File: config.mk
export PLATFORM = sky130hd
export DESIGN_NAME = uplink_tx_arbiter
export DESIGN_NICKNAME = d
export VERILOG_FILES = /design/src/rtl/uplink_tx_arbiter.sv
export SDC_FILE = /design/constraint.sdc
export NUM_CORES = 1
export LEC_CHECK = 0
export ABC_AREA = 1
export BUFFER_PORTS_ARGS = -buffer_cell sky130_fd_sc_hd__buf_2
export CAP_MARGIN = 20
export CORE_MARGIN = 2
export CORE_UTILIZATION = 43
export CTS_CLUSTER_SIZE = 10
export DETAILED_ROUTE_END_ITERATION = 8
export MAX_ROUTING_LAYER = met4
export PLACE_DENSITY = 0.86
export RECOVER_POWER = 100
export SLEW_MARGIN = 20
export SYNTH_ARGS = -nofsm -noshare
export SYNTH_HDL_FRONTEND = slang
export SYNTH_SLANG_ARGS = --single-unit
File: constraint.sdc
create_clock -name clk -period 1.65 [get_ports clk]
set_input_delay 0.33 -clock clk [delete_from_list [all_inputs] [get_ports clk]]
set_output_delay 0.33 -clock clk [all_outputs]
set_load 0.005 [all_outputs]
File: src/rtl/uplink_tx_arbiter.sv
// Frame-granular arbiter for the uplink UART TX FIFO: S has strict priority, A/B alternate; stuck frames are aborted after GAP_CYC idle cycles.
// Byte accepted -> tdr/tf_push one cycle later; *_ready low while FIFO near full or a push is in flight. Option: `TXARB_FRAME_CNT_EN.
module uplink_tx_arbiter #(
  parameter int FIFO_DEPTH = 16,
  parameter int CNT_W      = 5,
  parameter int GAP_CYC    = 5000,
  parameter int GUARD_CYC  = 16
) (
  input  logic             clk,
  input  logic             rst,
  input  logic [7:0]       a_data,
  input  logic             a_valid,
  input  logic             a_last,
  output logic             a_ready,
  input  logic [7:0]       b_data,
  input  logic             b_valid,
  input  logic             b_last,
  output logic             b_ready,
  input  logic [7:0]       s_data,
  input  logic             s_valid,
  input  logic             s_last,
  output logic             s_ready,
  input  logic [CNT_W-1:0] tf_counter,
  output logic [7:0]       tdr,
  output logic             tf_push,
  output logic [1:0]       grant,
  output logic             abort,
  output logic [15:0]      fcnt_a,
  output logic [15:0]      fcnt_b,
  output logic [15:0]      fcnt_s
);

  localparam int TMR_W = $clog2(GAP_CYC + 1);
  localparam int GRD_W = $clog2(GUARD_CYC + 1);

  localparam logic [CNT_W-1:0] PUSH_MAX = CNT_W'(FIFO_DEPTH - 2);
  localparam logic [TMR_W-1:0] TMR_LAST = TMR_W'(GAP_CYC - 1);
  localparam logic [GRD_W-1:0] GRD_LAST = GRD_W'(GUARD_CYC - 1);

  localparam logic [1:0] ST_IDLE  = 2'd0;
  localparam logic [1:0] ST_XFER  = 2'd1;
  localparam logic [1:0] ST_GUARD = 2'd2;

  localparam logic [1:0] GNT_NONE = 2'b00;
  localparam logic [1:0] GNT_A    = 2'b01;
  localparam logic [1:0] GNT_B    = 2'b10;
  localparam logic [1:0] GNT_S    = 2'b11;

  logic [1:0]       state;
  logic [TMR_W-1:0] idle_tmr;
  logic [GRD_W-1:0] guard_cnt;
  logic             rr_last_b;

  logic       sel_valid;
  logic       sel_last;
  logic [7:0] sel_data;
  logic       fifo_room;
  logic       accept;
  logic       tmr_expire;
  logic [1:0] arb_pick;

  always_comb begin
    sel_valid = 1'b0;
    sel_last  = 1'b0;
    sel_data  = 8'h00;
    case (grant)
      GNT_A: begin
        sel_valid = a_valid;
        sel_last  = a_last;
        sel_data  = a_data;
      end
      GNT_B: begin
        sel_valid = b_valid;
        sel_last  = b_last;
        sel_data  = b_data;
      end
      GNT_S: begin
        sel_valid = s_valid;
        sel_last  = s_last;
        sel_data  = s_data;
      end
      default: ;
    endcase
  end

  // Holding off while tf_push is high caps the rate at one byte per two cycles,
  // so tf_counter always reflects every byte already pushed.
  assign fifo_room  = (tf_counter <= PUSH_MAX);
  assign accept     = (state == ST_XFER) && sel_valid && fifo_room && !tf_push;
  assign tmr_expire = (idle_tmr == TMR_LAST);

  assign a_ready = accept && (grant == GNT_A);
  assign b_ready = accept && (grant == GNT_B);
  assign s_ready = accept && (grant == GNT_S);

  always_comb begin
    arb_pick = GNT_NONE;
    if (s_valid) begin
      arb_pick = GNT_S;
    end else if (a_valid && b_valid) begin
      arb_pick = rr_last_b ? GNT_A : GNT_B;
    end else if (a_valid) begin
      arb_pick = GNT_A;
    end else if (b_valid) begin
      arb_pick = GNT_B;
    end
  end

  always_ff @(posedge clk or posedge rst) begin
    if (rst) begin
      state     <= ST_IDLE;
      grant     <= GNT_NONE;
      tdr       <= 8'h00;
      tf_push   <= 1'b0;
      abort     <= 1'b0;
      rr_last_b <= 1'b1;
      idle_tmr  <= '0;
      guard_cnt <= '0;
    end else begin
      tf_push <= accept;
      abort   <= 1'b0;
      if (accept) begin
        tdr <= sel_data;
      end
      case (state)
        ST_IDLE: begin
          idle_tmr  <= '0;
          guard_cnt <= '0;
          if (arb_pick != GNT_NONE) begin
            grant <= arb_pick;
            state <= ST_XFER;
          end
        end
        ST_XFER: begin
          if (accept) begin
            idle_tmr <= '0;
            if (sel_last) begin
              state     <= ST_GUARD;
              grant     <= GNT_NONE;
              guard_cnt <= '0;
              if (grant == GNT_A) rr_last_b <= 1'b0;
              if (grant == GNT_B) rr_last_b <= 1'b1;
            end
          end else if (tmr_expire) begin
            // An aborted A/B source still counts as served, so it loses the next tie.
            abort     <= 1'b1;
            state     <= ST_GUARD;
            grant     <= GNT_NONE;
            guard_cnt <= '0;
            idle_tmr  <= '0;
            if (grant == GNT_A) rr_last_b <= 1'b0;
            if (grant == GNT_B) rr_last_b <= 1'b1;
          end else begin
            idle_tmr <= idle_tmr + TMR_W'(1);
          end
        end
        ST_GUARD: begin
          grant <= GNT_NONE;
          if (guard_cnt == GRD_LAST) begin
            state <= ST_IDLE;
          end else begin
            guard_cnt <= guard_cnt + GRD_W'(1);
          end
        end
        default: begin
          state <= ST_IDLE;
          grant <= GNT_NONE;
        end
      endcase
    end
  end

`ifdef TXARB_FRAME_CNT_EN
  logic frame_done;
  assign frame_done = accept && sel_last;

  always_ff @(posedge clk or posedge rst) begin
    if (rst) begin
      fcnt_a <= 16'h0000;
      fcnt_b <= 16'h0000;
      fcnt_s <= 16'h0000;
    end else if (frame_done) begin
      case (grant)
        GNT_A:   fcnt_a <= fcnt_a + 16'd1;
        GNT_B:   fcnt_b <= fcnt_b + 16'd1;
        GNT_S:   fcnt_s <= fcnt_s + 16'd1;
        default: ;
      endcase
    end
  end
`else
  assign fcnt_a = 16'h0000;
  assign fcnt_b = 16'h0000;
  assign fcnt_s = 16'h0000;
`endif

endmodule

=== Word-level counts from Yosys, hierarchy flattened ===
Cells that the tools add are included.

* Output and inout port bits: 63
* Bits in registers: 33
* Input bits: 37
* Memories: 0
* Bits in read-only memories: 0
* Memory bits (writable): 0
* Latch bits: 0
* Word-level logic and storage cells: 76

* Bitwise gates (word level): 0
* Mux-type cells: 35
* Reductions and logical operators: 17
* Shifts and indexed selects: 0
* Divide/modulo/power cells: 0
* Add/sub/neg operators: 2
* Multipliers: 0
* Equal/unequal tests: 13
* $lt $le $gt $ge: 1

{| class="wikitable"
|+ Operator list
! operator !! number
|-
| 2-bit two-way mux || 14
|-
| 13-bit two-way mux || 2
|-
| 13-bit case mux with 2 select lines || 1
|-
| 8-bit case mux with 3 select lines || 1
|-
| 5-bit two-way mux || 4
|-
| 5-bit case mux with 3 select lines || 1
|-
| 13-bit by 1-bit adder with 13-bit output, second input constant || 1
|-
| 13-bit == test, second input constant || 1
|-
| 1-bit two-way mux || 8
|-
| 2-bit inequality test, second input constant || 4
|-
| 4-bit AND reduction || 2
|-
| 1-bit logical AND || 7
|-
| 2-bit == test, second input constant || 3
|-
| 3-bit inequality test, second input constant || 2
|-
| 1-bit case mux with 3 select lines || 2
|-
| 2-bit case mux with 3 select lines || 1
|-
| 3-bit AND reduction || 2
|-
| 2-bit nonzero test || 3
|-
| 5-bit by 1-bit adder with 5-bit output, second input constant || 1
|-
| 5-bit by 4-bit == test with 1-bit output, second input constant || 1
|-
| 5-bit by 4-bit <= comparator with 1-bit output, second input constant || 1
|-
| 2-bit by 1-bit == test with 1-bit output, second input constant || 2
|-
| 2-bit case mux with 2 select lines || 1
|-
| 3-bit nonzero test || 1
|-
| other kinds (2) || 2
|}

=== Longest topological paths before layout ===
* Word-level depth: 7
* Depth in mapped cells: 10
* Mapped depth without buffers: 9

=== Least setup slack after synthesis ===
Ideal clock, no wire load.

* Path kind: register to output
* Start point: register state[1]
* End point: output port a_ready
* Data required time: 1.320 ns
* Stages on the path, launching flop included: 8
* Arrival: 1.260 ns
* Slack: 0.060 ns
* Buffers on the path: 2
* Cell sequence: dfrtp_1 buf_2 inv_2 nand2_1 a21oi_2 nand3_4 buf_2 nor3_1

* Cells in the longest elaborated chain, start to end: 5

{| class="wikitable"
|+ RTL lines
! item !! line !! text
|-
| start, declared || 49 || <nowiki>logic [1:0] state;</nowiki>
|-
| start signal, assigned || 111 || <nowiki>state <= ST_IDLE;</nowiki>
|-
| start signal, assigned || 131 || <nowiki>state <= ST_XFER;</nowiki>
|-
| start signal, assigned || 138 || <nowiki>state <= ST_GUARD;</nowiki>
|-
| 2-bit by 1-bit == test with 1-bit output || 89 || <nowiki>assign accept = (state == ST_XFER) && sel_valid && fifo_room && !tf_push;</nowiki>
|-
| 1-bit logical AND (3 in a row) || 89 ||
|-
| 1-bit logical AND || 92 || <nowiki>assign a_ready = accept && (grant == GNT_A);</nowiki>
|-
| end, declared || 14 || <nowiki>output logic a_ready,</nowiki>
|}

Every way passes these cells.

=== Worst setup path after layout ===
* Start point: register grant[1]
* End point: output port a_ready

* Cells in the longest elaborated chain, start to end: 6
* Elaborated cells between the ends (all ways): 8
* Those cells by class: eq/ne: 3; mux: 1; reduce/logical: 4

{| class="wikitable"
|+ RTL lines
! item !! line !! text
|-
| start, declared || 26 || <nowiki>output logic [1:0] grant,</nowiki>
|-
| start signal, assigned || 130 || <nowiki>grant <= arb_pick;</nowiki>
|-
| 2-bit == test or 2-bit by 1-bit == test with 1-bit output (tied branches) || 66, 92 ||
|-
| 1-bit case mux with 3 select lines || 66 || <nowiki>case (grant)</nowiki>
|-
| 1-bit logical AND (3 in a row) || 89 ||
|-
| 1-bit logical AND (*) || 92 ||
|}

Every way passes the cells marked *; elsewhere a longest branch is shown, timed or not.

==> summary.md <==
| Metric | Value |
|---|---|
| RSZ-0062 raised after global routing | `true` |
| DRT iter0 DRCs | `101` |
| Sum of negative setup slack | `-233 ps` |
| Worst reg2reg path endpoint | `idle_tmr[0]` |
| Worst-skew pair later-pin latency | `290 ps` |
| Yosys reg bits | `33` |
| Slowest Stage Delay on Critical Path | `470 ps` |
| Fin nets | `438` |
| Die H | `77.7 um` |
| Clock buffer depth | `2` |
| Reg clk slew, reported paths | `70 ps` |
| Post-synthesis instance area | `2330 sq um` |
| CTS sink cnt | `33` |
| Max-slew violation total from the final report | `0` |
| Critical-path cell with the highest stage delay | `dfrtp_2` |
| Most frequent CP cell | `nand3_2` |
| Hold Slack | `267 ps` |
| Vias per cell | `4.82` |
| Synth Area in Compound Gates | `0.0676` |
| # port buffers | `51` |
| Clock Tree Root | `clkbuf_8` |
| Layout fillers | `443` |
| Share of layout cells above drive strength 1 | `0.283` |
| DIE AREA | `6030 sq um` |
| Buf/Inv on CP | `2` |
| CP max FO | `7` |
| Reg2reg setup slack | `-20 ps` |
| Post-DP HPWL | `3860 um` |
| Worst clock skew | `11.5 ps` |
| Met3 Usage GRT | `0.0453` |
| Mux cell area share after synthesis | `0` |
| Synth warn | `0` |
| Violations in the final reports | `setup timing` |
| DRC violations left | `0` |
| I/O pin count | `100` |
| Crit end category | `primary output` |
| Die Wd | `77.7 um` |
| Worst Setup Start Kind | `register` |
| Pre-CTS setup slack | `-22.7 ps` |
| Final Critical Period | `1750 ps` |
| Diode count | `0` |
| Area delta synth->final | `23.4%` |
| Grt peak-use layer | `met2` |
| HP Class | `primary input to asynchronous set/reset pin` |
| Largest family of logic cells by synthesized area | `simple AND/OR/NAND/NOR gates` |
| Final WS setup | `-102 ps` |
| Setup violators final | `7` |
| Synth unique cells | `28` |
| Pin count of the biggest net entering global routing | `34` |
| H-Tree Level Count | `2` |
| Worst reg-to-reg path cell count | `8` |
| Vias | `2,262` |
| Gr ovfl total | `0` |
| Area after DPL | `2510 sq um` |
| Pleak | `1.50 nW` |
| Final period util | `1.06` |
| Worst slew pin tran | `801 ps` |
| Core Box Area | `5170 sq um` |
| Max Cap Viol | `0` |
| DRT antenna net count | `0` |
| Worst-path cell chain | `inv_2, nand3_2, nand3_2, nand3_4, nor3_2, buf_2` |
| CTS tree | `yes` |
| Post-Synth XOR/XNOR Area | `0.0150` |
| Routing usage on met2 | `0.299` |
| CP arrival | `1420 ps` |
| Fraction of the mapped netlist area in simple logic gates | `0.320` |
| Kind of critical path | `register to primary output` |
| Slew headroom | `0.466` |
| Max Clk Rate | `571 MHz` |
| GRT met1 Usage | `0.210` |
| Post-synthesis sequential area ratio | `0.354` |
| Cell family with most CP delay | `flip-flops` |
| Design area | `2880 sq um` |
| Initial Util | `0.451` |
| R2r startpoint | `grant[0]` |
| Number of global-route vias before repair | `1,959` |
| First-pass GRT wire length | `8630 um` |
| Critical Path RT | `1320 ps` |
| WL/cell | `12.4 um` |
| Synth Area in Adders | `0.0161` |
| IR drop worst, VDD | `1.24 mV` |
| Cts bufs inserted | `5` |
| # hold bufs at CTS | `0` |
| Overall global routing resource usage | `0.183` |
| Final GP Congestion | `0.849` |
| DR pass1 iterations | `4` |
| Syn Inst Count | `318` |
| Status | `complete, but fails checks` |
| Routed wire length | `5800 um` |
| Rows | `26` |
| Pwr Density | `1330 nW/um^2` |
| Syn_area_per_cell | `7.34 sq um` |
| Final hold violations | `0` |
| Initial antenna violation count | `0` |
[Yosys cell counts (all sizes together)]
cell,n,area [sq um]
nand2,95,359
buf,54,405
nand3,34,210
dfrtp,32,801
inv,31,116
nor2,22,98.9
o21ai,15,75.1
o22ai,6,37.5
nand4,5,31.3
nor3,5,25.0
a21oi,3,18.8
a221oi,3,26.3
ha,3,37.5
xor2,3,26.3
or4,2,15.0
clkinv,1,3.75
conb,1,3.75
dfstp,1,26.3
nand3b,1,7.51
xnor2,1,8.76
[registers in the layout, indices dropped and copies added (netlist names)]
register,flops
tf_push,1
tdr,8
abort,1
idle_tmr,13
guard_cnt,5
rr_last_b,1
grant,2
state,2
[cells in the final DEF, fill, tap and decap left out, types with 2 or more instances in the layout]
master	instances
nand2_2	3
o21ai_0	11
clkbuf_8	5
or4_1	2
buf_4	24
a221oi_2	2
nor2_1	15
inv_4	2
o21ai_1	3
nand3_2	5
clkinv_2	2
dfrtp_1	30
conb_1	48
nor3_1	3
inv_2	3
nor2_2	5
xor2_1	3
a21oi_1	2
dfrtp_2	2
nand2_1	92
nand4_1	5
clkbuf_1	11
nor3_2	2
o22ai_1	6
buf_2	41
nand3_1	25
nand3_4	5
inv_1	25
[worst min-delay path, stage by stage]
cell and delay (ps):
buf_2 90, inv_1 40, clkbuf_2 620
[worst max path at each step]
stage,from,end,slack (ps),cells past startpoint
2_1_floorplan,state[1],a_ready,60,7
3_3_place_gp,guard_cnt[0],guard_cnt[0],80,8
3_5_place_dp,guard_cnt[0],guard_cnt[0],-20,8
4_1_cts,tf_push,a_ready,-40,6
5_1_grt,state[1],a_ready,-150,6
6_report,grant[1],a_ready,-100,6
[cells by family (layout without fill, tap and decap cells)]
| family | after synthesis | after routing |
|---|---|---|
| AOI/OAI and AO/OA | 27 | 27 |
| xor gates and xnor gates | 4 | 4 |
| adders and majority gates | 3 | 3 |
| buffers and inverters | 86 | 119 |
| DFF | 33 | 33 |
| other | 1 | 48 |
| and+or+nand+nor | 164 | 165 |
[layer usage]
metal | wire length [um] | vias up
li1 | - | 1084
met1 | 2290 | 1051
met2 | 3010 | 114
met3 | 367 | 13
met4 | 141 | 0
met5 | 0 | -
[report_power, final]
group,leakage [nW],switching (mW),internal (mW)
Sequential,0.437,0.179,0.998
Combinational,1.02,1.19,0.865
Clock,0.0450,0.304,0.292
Total,1.50,1.67,2.16
[through the flow]
| step | power (mW) | utilization | instances |
|---|---|---|---|
| after floorplan | 2.27 | - | 365 |
| after global placement | 2.56 | 0.486 | 441 |
| after detailed placement | 2.60 | 0.486 | 441 |
| after CTS | 3.38 | 0.521 | 458 |
| after global routing | 4.07 | 0.557 | 469 |
| final | 3.83 | 0.557 | 469 |
[cell type report]
type / instances / area, sq um / area share
inverters: 32 / 129 / 0.0448
multi-input cells: 247 / 1280 / 0.443
repair buffers: 79 / 474 / 0.165
flip-flops and latches: 33 / 830 / 0.288
clock buffers: 6 / 72.6 / 0.0252
clock inverters: 2 / 10.0 / 0.00348
well taps: 70 / 87.6 / 0.0304
[repair_timing]
| action | CTS | global route |
|---|---|---|
| pin swaps | 2 | 5 |
| resized for setup | 12 | 26 |
| setup buffers | 9 | 10 |
| endpoints found under the setup margin | 9 | 21 |
| gates cloned | 0 | 1 |
Note: power is estimated with default switching activity, not from simulation.
